**config.mk**
```make
export PLATFORM = sky130hd
export DESIGN_NAME = sad_min_search
export DESIGN_NICKNAME = d
export VERILOG_FILES = /design/src/rtl/sad_min_search.sv
export SDC_FILE = /design/constraint.sdc
export NUM_CORES = 1
export LEC_CHECK = 0
export CELL_PAD_IN_SITES_DETAIL_PLACEMENT = 1
export CELL_PAD_IN_SITES_GLOBAL_PLACEMENT = 2
export CORE_AREA = 2 2 99 101
export CTS_BUF_LIST = sky130_fd_sc_hd__clkbuf_8
export DETAILED_ROUTE_END_ITERATION = 8
export DIE_AREA = 0 0 101 103
export PLACE_DENSITY = 0.78
export SLEW_MARGIN = 25
export SYNTH_ARGS = -nofsm -noshare
export SYNTH_HDL_FRONTEND = slang
export SYNTH_SLANG_ARGS = --single-unit
export TNS_END_PERCENT = 50
```
**constraint.sdc**
```tcl
create_clock -name clk -period 3.8 [get_ports clk]
set_clock_uncertainty 0.15 [all_clocks]
set_input_delay 0.38 -clock clk [delete_from_list [all_inputs] [get_ports clk]]
set_output_delay 0.38 -clock clk [all_outputs]
set_load 0.01 [all_outputs]
```
**src/rtl/sad_min_search.sv**
```systemverilog
// Running-minimum tracker for one full-search motion-estimation pass.
// Accepts one SAD per candidate in raster order and reports the best vector with a done pulse.
module sad_min_search #(
  parameter int SAD_W = 16,
  parameter int RANGE = 8,
  parameter int MV_W  = 5,
  localparam int CNT_W = 2 * $clog2(2 * RANGE) + 1
) (
  input  logic                    clk,
  input  logic                    rst_n,
  input  logic                    start,
  input  logic                    sad_valid,
  input  logic [SAD_W-1:0]        sad,
  output logic                    busy,
  output logic                    done,
  output logic [SAD_W-1:0]        best_sad,
  output logic signed [MV_W-1:0]  best_mvx,
  output logic signed [MV_W-1:0]  best_mvy,
  output logic [CNT_W-1:0]        cand_cnt
);

  typedef enum logic [1:0] {
    S_IDLE,
    S_SEARCH,
    S_DONE
  } state_e;

  localparam logic signed [MV_W-1:0] MV_MIN = MV_W'(-RANGE);
  localparam logic signed [MV_W-1:0] MV_MAX = MV_W'(RANGE - 1);

  state_e                   r_state;
  state_e                   w_next_state;
  logic                     w_busy;
  logic                     w_done;
  logic                     w_accept;
  logic                     w_last;
  logic                     w_take;
  logic                     r_first;
  logic signed [MV_W-1:0]   r_x;
  logic signed [MV_W-1:0]   r_y;
  logic [SAD_W-1:0]         r_best_sad;
  logic signed [MV_W-1:0]   r_best_mvx;
  logic signed [MV_W-1:0]   r_best_mvy;
  logic [CNT_W-1:0]         r_cand_cnt;

  // start outranks a same-cycle sad_valid, so acceptance is gated by it.
  assign w_accept = (r_state == S_SEARCH) && sad_valid && !start;
  assign w_last   = w_accept && (r_x == MV_MAX) && (r_y == MV_MAX);
  assign w_take   = r_first || (sad < r_best_sad);

  // NOTE: sequential state uses non-blocking assignments so every register samples pre-edge values.
  always_ff @(posedge clk) begin
    if (!rst_n) begin
      r_state <= S_IDLE;
    end else begin
      r_state <= w_next_state;
    end
  end

  // NOTE: each combinational output gets a default first so no path infers a latch.
  always_comb begin
    w_next_state = r_state;
    unique case (r_state)
      S_IDLE:   if (start) w_next_state = S_SEARCH;
      S_SEARCH: begin
        if (start)       w_next_state = S_SEARCH;
        else if (w_last) w_next_state = S_DONE;
      end
      S_DONE:   w_next_state = start ? S_SEARCH : S_IDLE;
      default:  w_next_state = S_IDLE;
    endcase
  end

  always_comb begin
    w_busy = 1'b0;
    w_done = 1'b0;
    unique case (r_state)
      S_SEARCH: w_busy = 1'b1;
      S_DONE:   w_done = 1'b1;
      default:  ;
    endcase
  end

  always_ff @(posedge clk) begin
    if (!rst_n) begin
      r_first    <= 1'b0;
      r_x        <= '0;
      r_y        <= '0;
      r_best_sad <= '0;
      r_best_mvx <= '0;
      r_best_mvy <= '0;
      r_cand_cnt <= '0;
    end else if (start) begin
      // best_* are left untouched: r_first forces the next acceptance to overwrite them.
      r_first    <= 1'b1;
      r_x        <= MV_MIN;
      r_y        <= MV_MIN;
      r_cand_cnt <= '0;
    end else if (w_accept) begin
      r_first    <= 1'b0;
      r_cand_cnt <= r_cand_cnt + CNT_W'(1);
      if (r_x == MV_MAX) begin
        r_x <= MV_MIN;
        r_y <= r_y + MV_W'(1);
      end else begin
        r_x <= r_x + MV_W'(1);
      end
      if (w_take) begin
        r_best_sad <= sad;
        r_best_mvx <= r_x;
        r_best_mvy <= r_y;
      end
    end
  end

  assign busy     = w_busy;
  assign done     = w_done;
  assign best_sad = r_best_sad;
  assign best_mvx = r_best_mvx;
  assign best_mvy = r_best_mvy;
  assign cand_cnt = r_cand_cnt;

endmodule

```
==> metrics.csv, run 1 <==
stage,metric,value,unit
power,Pwr Density,329,nW/um2
critical_path,worst path required time,3820,ps
global_route,Total GRT Usage,0.163,
layout,Finished Core Util,0.373,
global_route,grt ovf,0,
clock_tree,post-CTS setup buffer count,0,
clock_tree,clk slew on worst S/H paths,100,ps
place,I/O Buffers,56,
power,Final Total Pwr,1.16,mW
critical_path,Worst Path Arrival,2640,ps
clock_tree,CTS root buf,clkbuf_8,
critical_path,Reg2Reg Depth,6,
synthesis,synthesized area,2740,um2
routing,Routed WL,7940,um
clock_tree,TritonCTS clock tree,yes,
worst_hold_path,Worst Hold Depth,2,
timing,final hold vios,0,
timing,final setup TNS,0,ps
layout,fin area,3530,um2
critical_path,Worst setup EP type,flop,
timing,fin crit period,2620,ps
global_route,vias in the first global route,2871,
layout,Post-Layout Cell Count,506,
global_route,initial antenna violation count,0,
critical_path,"Max FO, Critical Path",22,
clock_tree,# hold bufs at CTS,0,
die,Rows,36,
critical_path,CP max stage delay,590,ps
power,Peak VDD IR,0.148,mV
timing,Final Cycle Share,0.690,
timing,RSZ-0062 raised after global routing,false,
place,Post-DP Area,3370,um2
die,die span in x,101,um
layout,most frequent cells in the layout,"55 x clkdlybuf4s50_1, 48 x dfxtp_1, 43 x nand2_1, 41 x nor2_1",
timing,Final setup viols,0,
die,initial core utilization,0.289,
synthesis,ys async rst share,0,
synthesis,Mean Syn Cell Area,7.91,um2
timing,Slew HR,0.544,
die,die height,103,um
synthesis,Mapped Nets,384,
routing,1st-iter DRT viols,103,
layout,Syn-to-layout area delta,29.0,%
routing,DR WL/cell,15.7,um
clock_tree,cts repair resizes,0,
clock_tree,Clock Tree Buf Depth,2,
clock_tree,latest clock arrival within the worst-skew pair,310,ps
flow_run,max-cap viol count,0,
timing,fmax,381,MHz
critical_path,crit-path cells,"clkdlybuf4s50_1, and4bb_1, o211ai_2, a31oi_4, and4_1, buf_4, o221ai_1",
die,# IOs,57,
routing,DRC violations left,0,
synthesis,post-synth cell types,36,
synthesis,Synth Flop Type,dfxtp_1,
critical_path,critical path class,primary input to flop,
die,die area,10400,um2
timing,Worst Tran Pin Value,685,ps
layout,Ant. Diodes,0,
routing,detailed-route vias per instance,5.43,
clock_tree,H-tree depth,2,
power,Leak,1.24,nW
synthesis,"Seq/Total Area, Yosys",0.351,
layout,fin nets,429,
place,Inst Count DP,498,
synthesis,yosys warns,0,
layout,"commonest non-fill, non-tap cell in the layout",clkdlybuf4s50_1,
clock_tree,CTS Buf Count,5,
die,core area,9460,um2
global_route,first-pass GRT wire length,13700,um
status,outcome,"complete, no violations",
critical_path,Critical Path Source Type,primary input,
place,Routability Congestion,0.761,
routing,Pre-Repair DR Iteration Count,4,
clock_tree,CTS sink cnt,48,
critical_path,"Slowest-stage cell, CP",and4bb_1,
routing,Antenna Nets Post-Route,0,
synthesis,"EDFF count, synth",0,
place,HPWL Detailed,5250,um
layout,share of post-route cells with drive strength above 1,0.0561,
worst_hold_path,worst min-delay path class,primary input to flop,
synthesis,Cells after Synth,346,
routing,via count,2748,
timing,"Slew Viols, Final",0,
global_route,largest net degree at the start of global routing,54,
synthesis,Yosys reg bits,48,
-- path summary, 6_finish.rpt --
kind / end / from / slack [ps]
worst min-delay path: r_y[3] / rst_n / 210
worst max-delay path: best_sad[0] / start / 1180
worst max register to register: best_sad[0] / r_state[0] / 1450
worst min register to register: cand_cnt[5] / cand_cnt[5] / 350
-- cells in the mapped netlist (4+ instances only) --
master    number  area share
dfxtp_1       48        0.35
nand2_1       43       0.059
nor2_1        41       0.056
nand3_1       32       0.059
nand4_1       32       0.073
o221ai_1      26       0.083
clkbuf_1      21       0.029
inv_1         20       0.027
ha_1          18       0.082
a21oi_1       15       0.027
xor2_1         8       0.026
o21a_1         4       0.011
o21ai_0        4      0.0073
-- report_power, final --
part | switching [mW] | leakage, nW | total [mW] | internal, mW
clock | 0.184 | 0.0784 | 0.513 | 0.329
sequential | 0.0101 | 0.389 | 0.523 | 0.513
combinational | 0.0673 | 0.777 | 0.124 | 0.0568
-- per-layer routing --
metal  vias up  global-route usage  share of wire
met1      1347               0.206           0.47
met3         7              0.0278          0.040
li1       1342                   -              -
met4         0              0.0416         0.0091
met2        52               0.287           0.48
met5         -                   0              0
-- critical path: cells and delay by family --
| family | cells | cell delay (ps) |
|---|---|---|
| simple gates | 2 | 880 |
| buf+inv | 2 | 870 |
| compound gates | 3 | 500 |
-- final cells by class --
class,count,area [um2]
inverter,20,75.1
fill,1133,5930
sequential,48,961
multi-input combinational,253,1580
clock buffer,5,68.8
tap,114,143
timing repair buffer,63,608
clock inverter,3,90.1
-- through the flow --
| step | hold slack [ps] | setup slack, ps |
|---|---|---|
| after floorplan | 314 | 1620 |
| final | 208 | 1180 |
| after global routing | 195 | 979 |
| after CTS | 187 | 1120 |
| after detailed placement | 342 | 786 |
| after global placement | 337 | 821 |
-- state kept, by name, summed over array words and instances (netlist names) --
name,flops
best_mvx,5
r_y,5
best_sad,16
r_state,2
cand_cnt,9
r_first,1
best_mvy,5
r_x,5
-- cell families (layout without fill, tap and decap cells) --
| family | count (synthesis) | in the layout | share of synthesized area |
|---|---|---|---|
| compound gates | 54 | 54 | 0.152 |
| flops | 48 | 48 | 0.351 |
| mux | 1 | 1 | 0.00411 |
| buf+inv | 45 | 91 | 0.0700 |
| simple gates | 169 | 169 | 0.305 |
| fa+ha+maj | 18 | 18 | 0.0823 |
| xor+xnor | 11 | 11 | 0.0352 |
(Power assumes the default switching activity.)
==> run 2, diff against run 1 <==
==> constraint.sdc (replaced) <==
create_clock -name clk -period 2.61 [get_ports clk]
set_clock_uncertainty 0.15 [all_clocks]
set_input_delay 0.261 -clock clk [delete_from_list [all_inputs] [get_ports clk]]
set_output_delay 0.261 -clock clk [all_outputs]
set_load 0.01 [all_outputs]
==> metrics.csv, run 2 (synthesized netlist as in run 1, its figures left out) <==
stage,metric,value,unit
layout,Finished Core Util,0.374,
critical_path,reg2reg end,best_sad[8],
routing,detailed-route vias per instance,5.35,
clock_tree,clk slew on worst S/H paths,100,ps
global_route,initial antenna violation count,0,
worst_hold_path,Worst Hold Depth,3,
flow_run,max-cap viol count,0,
critical_path,Reg2Reg Depth,8,
routing,Antenna Nets Post-Route,0,
clock_tree,CTS root buf,clkbuf_8,
timing,Worst Tran Pin Value,640,ps
clock_tree,# hold bufs at CTS,0,
routing,DR WL/cell,15.3,um
worst_hold_path,Worst Hold End,r_state[0],
clock_tree,post-CTS setup buffer count,0,
die,core area,9460,um2
routing,1st-iter DRT viols,117,
clock_tree,H-tree depth,2,
critical_path,FF-to-FF Start,best_sad[15],
timing,Final Cycle Share,0.820,
global_route,met3 Use GR,0.0271,
critical_path,Critical Path Source Type,primary input,
routing,Pre-Repair DR Iteration Count,4,
critical_path,critical path class,primary input to flop,
layout,most frequent cells in the layout,"55 x clkdlybuf4s50_1, 48 x dfxtp_1, 43 x nand2_1, 41 x nor2_1",
global_route,global-route met2 utilization,0.270,
timing,fin crit period,2140,ps
global_route,grt ovf,0,
timing,final setup TNS,0,ps
global_route,vias in the first global route,2659,
place,DP Worst Slack,110,ps
critical_path,"Max FO, Critical Path",8,
clock_tree,TritonCTS clock tree,yes,
power,Peak VDD IR,0.212,mV
layout,Ant. Diodes,0,
clock_tree,latest clock arrival within the worst-skew pair,310,ps
layout,Post-Layout Cell Count,511,
power,Leak,1.25,nW
critical_path,Worst setup EP type,flop,
die,initial core utilization,0.289,
place,Routability Congestion,0.726,
die,die span in x,101,um
routing,DRC violations left,0,
place,I/O Buffers,56,
die,die area,10400,um2
status,outcome,"complete, no violations",
timing,"Slew Viols, Final",0,
clock_tree,Clock Tree Buf Depth,2,
timing,Slew HR,0.574,
layout,max FFs per register,16,
worst_hold_path,worst min-delay path class,primary input to flop,
clock_tree,CTS sink cnt,48,
layout,fillers,1138,
routing,via count,2733,
global_route,grt met1 use,0.194,
global_route,Total GRT Usage,0.152,
timing,fmax,467,MHz
global_route,largest net degree at the start of global routing,53,
timing,fin worst setup slack,469,ps
layout,Syn-to-layout area delta,29.2,%
layout,fin nets,434,
clock_tree,cts repair resizes,0,
critical_path,Worst Path Arrival,2170,ps
die,# IOs,57,
timing,Final setup viols,0,
layout,"commonest non-fill, non-tap cell in the layout",clkdlybuf4s50_1,
clock_tree,CTS Buf Count,5,
critical_path,R2R setup slack,470,ps
critical_path,worst path required time,2630,ps
routing,Routed WL,7840,um
global_route,GRT Max-Usage Layer,met2,
place,HPWL Detailed,5390,um
timing,Hold Slack,221,ps
layout,share of post-route cells with drive strength above 1,0.0680,
power,Pwr Density,430,nW/um2
die,Rows,36,
timing,RSZ-0062 raised after global routing,false,
place,Inst Count DP,503,
timing,final hold vios,0,
die,die height,103,um
worst_hold_path,min-delay src,rst_n,
global_route,first-pass GRT wire length,12800,um
==> run 2: cell count changes in the layout (fill, tap and decap cells not counted) <==
cell        previous run  this run
bufinv_16              3         1
inv_6                  0         1
clkinvlp_4             0         1
buf_12                 0         1
buf_4                  7        11
==> run 2: per-stage QoR <==
step | cell area, um2 | power, mW
after CTS | 3540 | 1.55
final | 3540 | 1.52
after global placement | 3420 | 0.963
after floorplan | 2740 | 0.880
after detailed placement | 3420 | 0.967
after global routing | 3540 | 1.60
==> run 2: worst max-delay path, cell delays in order <==
cell and delay (ps):
clkdlybuf4s50_1 440, ha_1 380, a21oi_1 200, o211ai_2 130, a31oi_4 190, and4_1 270
buf_4 190, o221ai_1 110
==> run 2: worst max-delay path by stage <==
stage          slack (ps)    startpoint      endpoint
6_report              470       sad[15]   best_sad[8]
5_1_grt               280  best_sad[15]   best_sad[6]
4_1_cts               430  best_sad[15]   best_mvy[1]
3_5_place_dp          110       sad[15]   best_mvy[1]
3_3_place_gp          140       sad[15]  best_sad[10]
2_1_floorplan         430  best_sad[15]   best_mvx[0]
==> run 2: layer usage <==
layer / wire length, um / up-vias
li1: - / 1358
met1: 3640 / 1318
met2: 3850 / 51
met3: 273 / 6
met4: 70 / 0
met5: 0 / -
==> run 2: area by class of cell <==
class                   instances  area, um2  area share
multi-input cells             253       1580       0.448
clock inverters                 3       46.3      0.0131
flip-flops and latches         48        961       0.272
well taps                     114        143      0.0403
clock buffers                   5       68.8      0.0195
inverters                      20       75.1      0.0212
repair buffers                 68        658       0.186
==> run 2: where the power goes <==
part,internal [mW],switching (mW),leakage [nW]
Combinational,0.0874,0.0982,0.805
Clock,0.289,0.283,0.0548
Sequential,0.747,0.0147,0.389
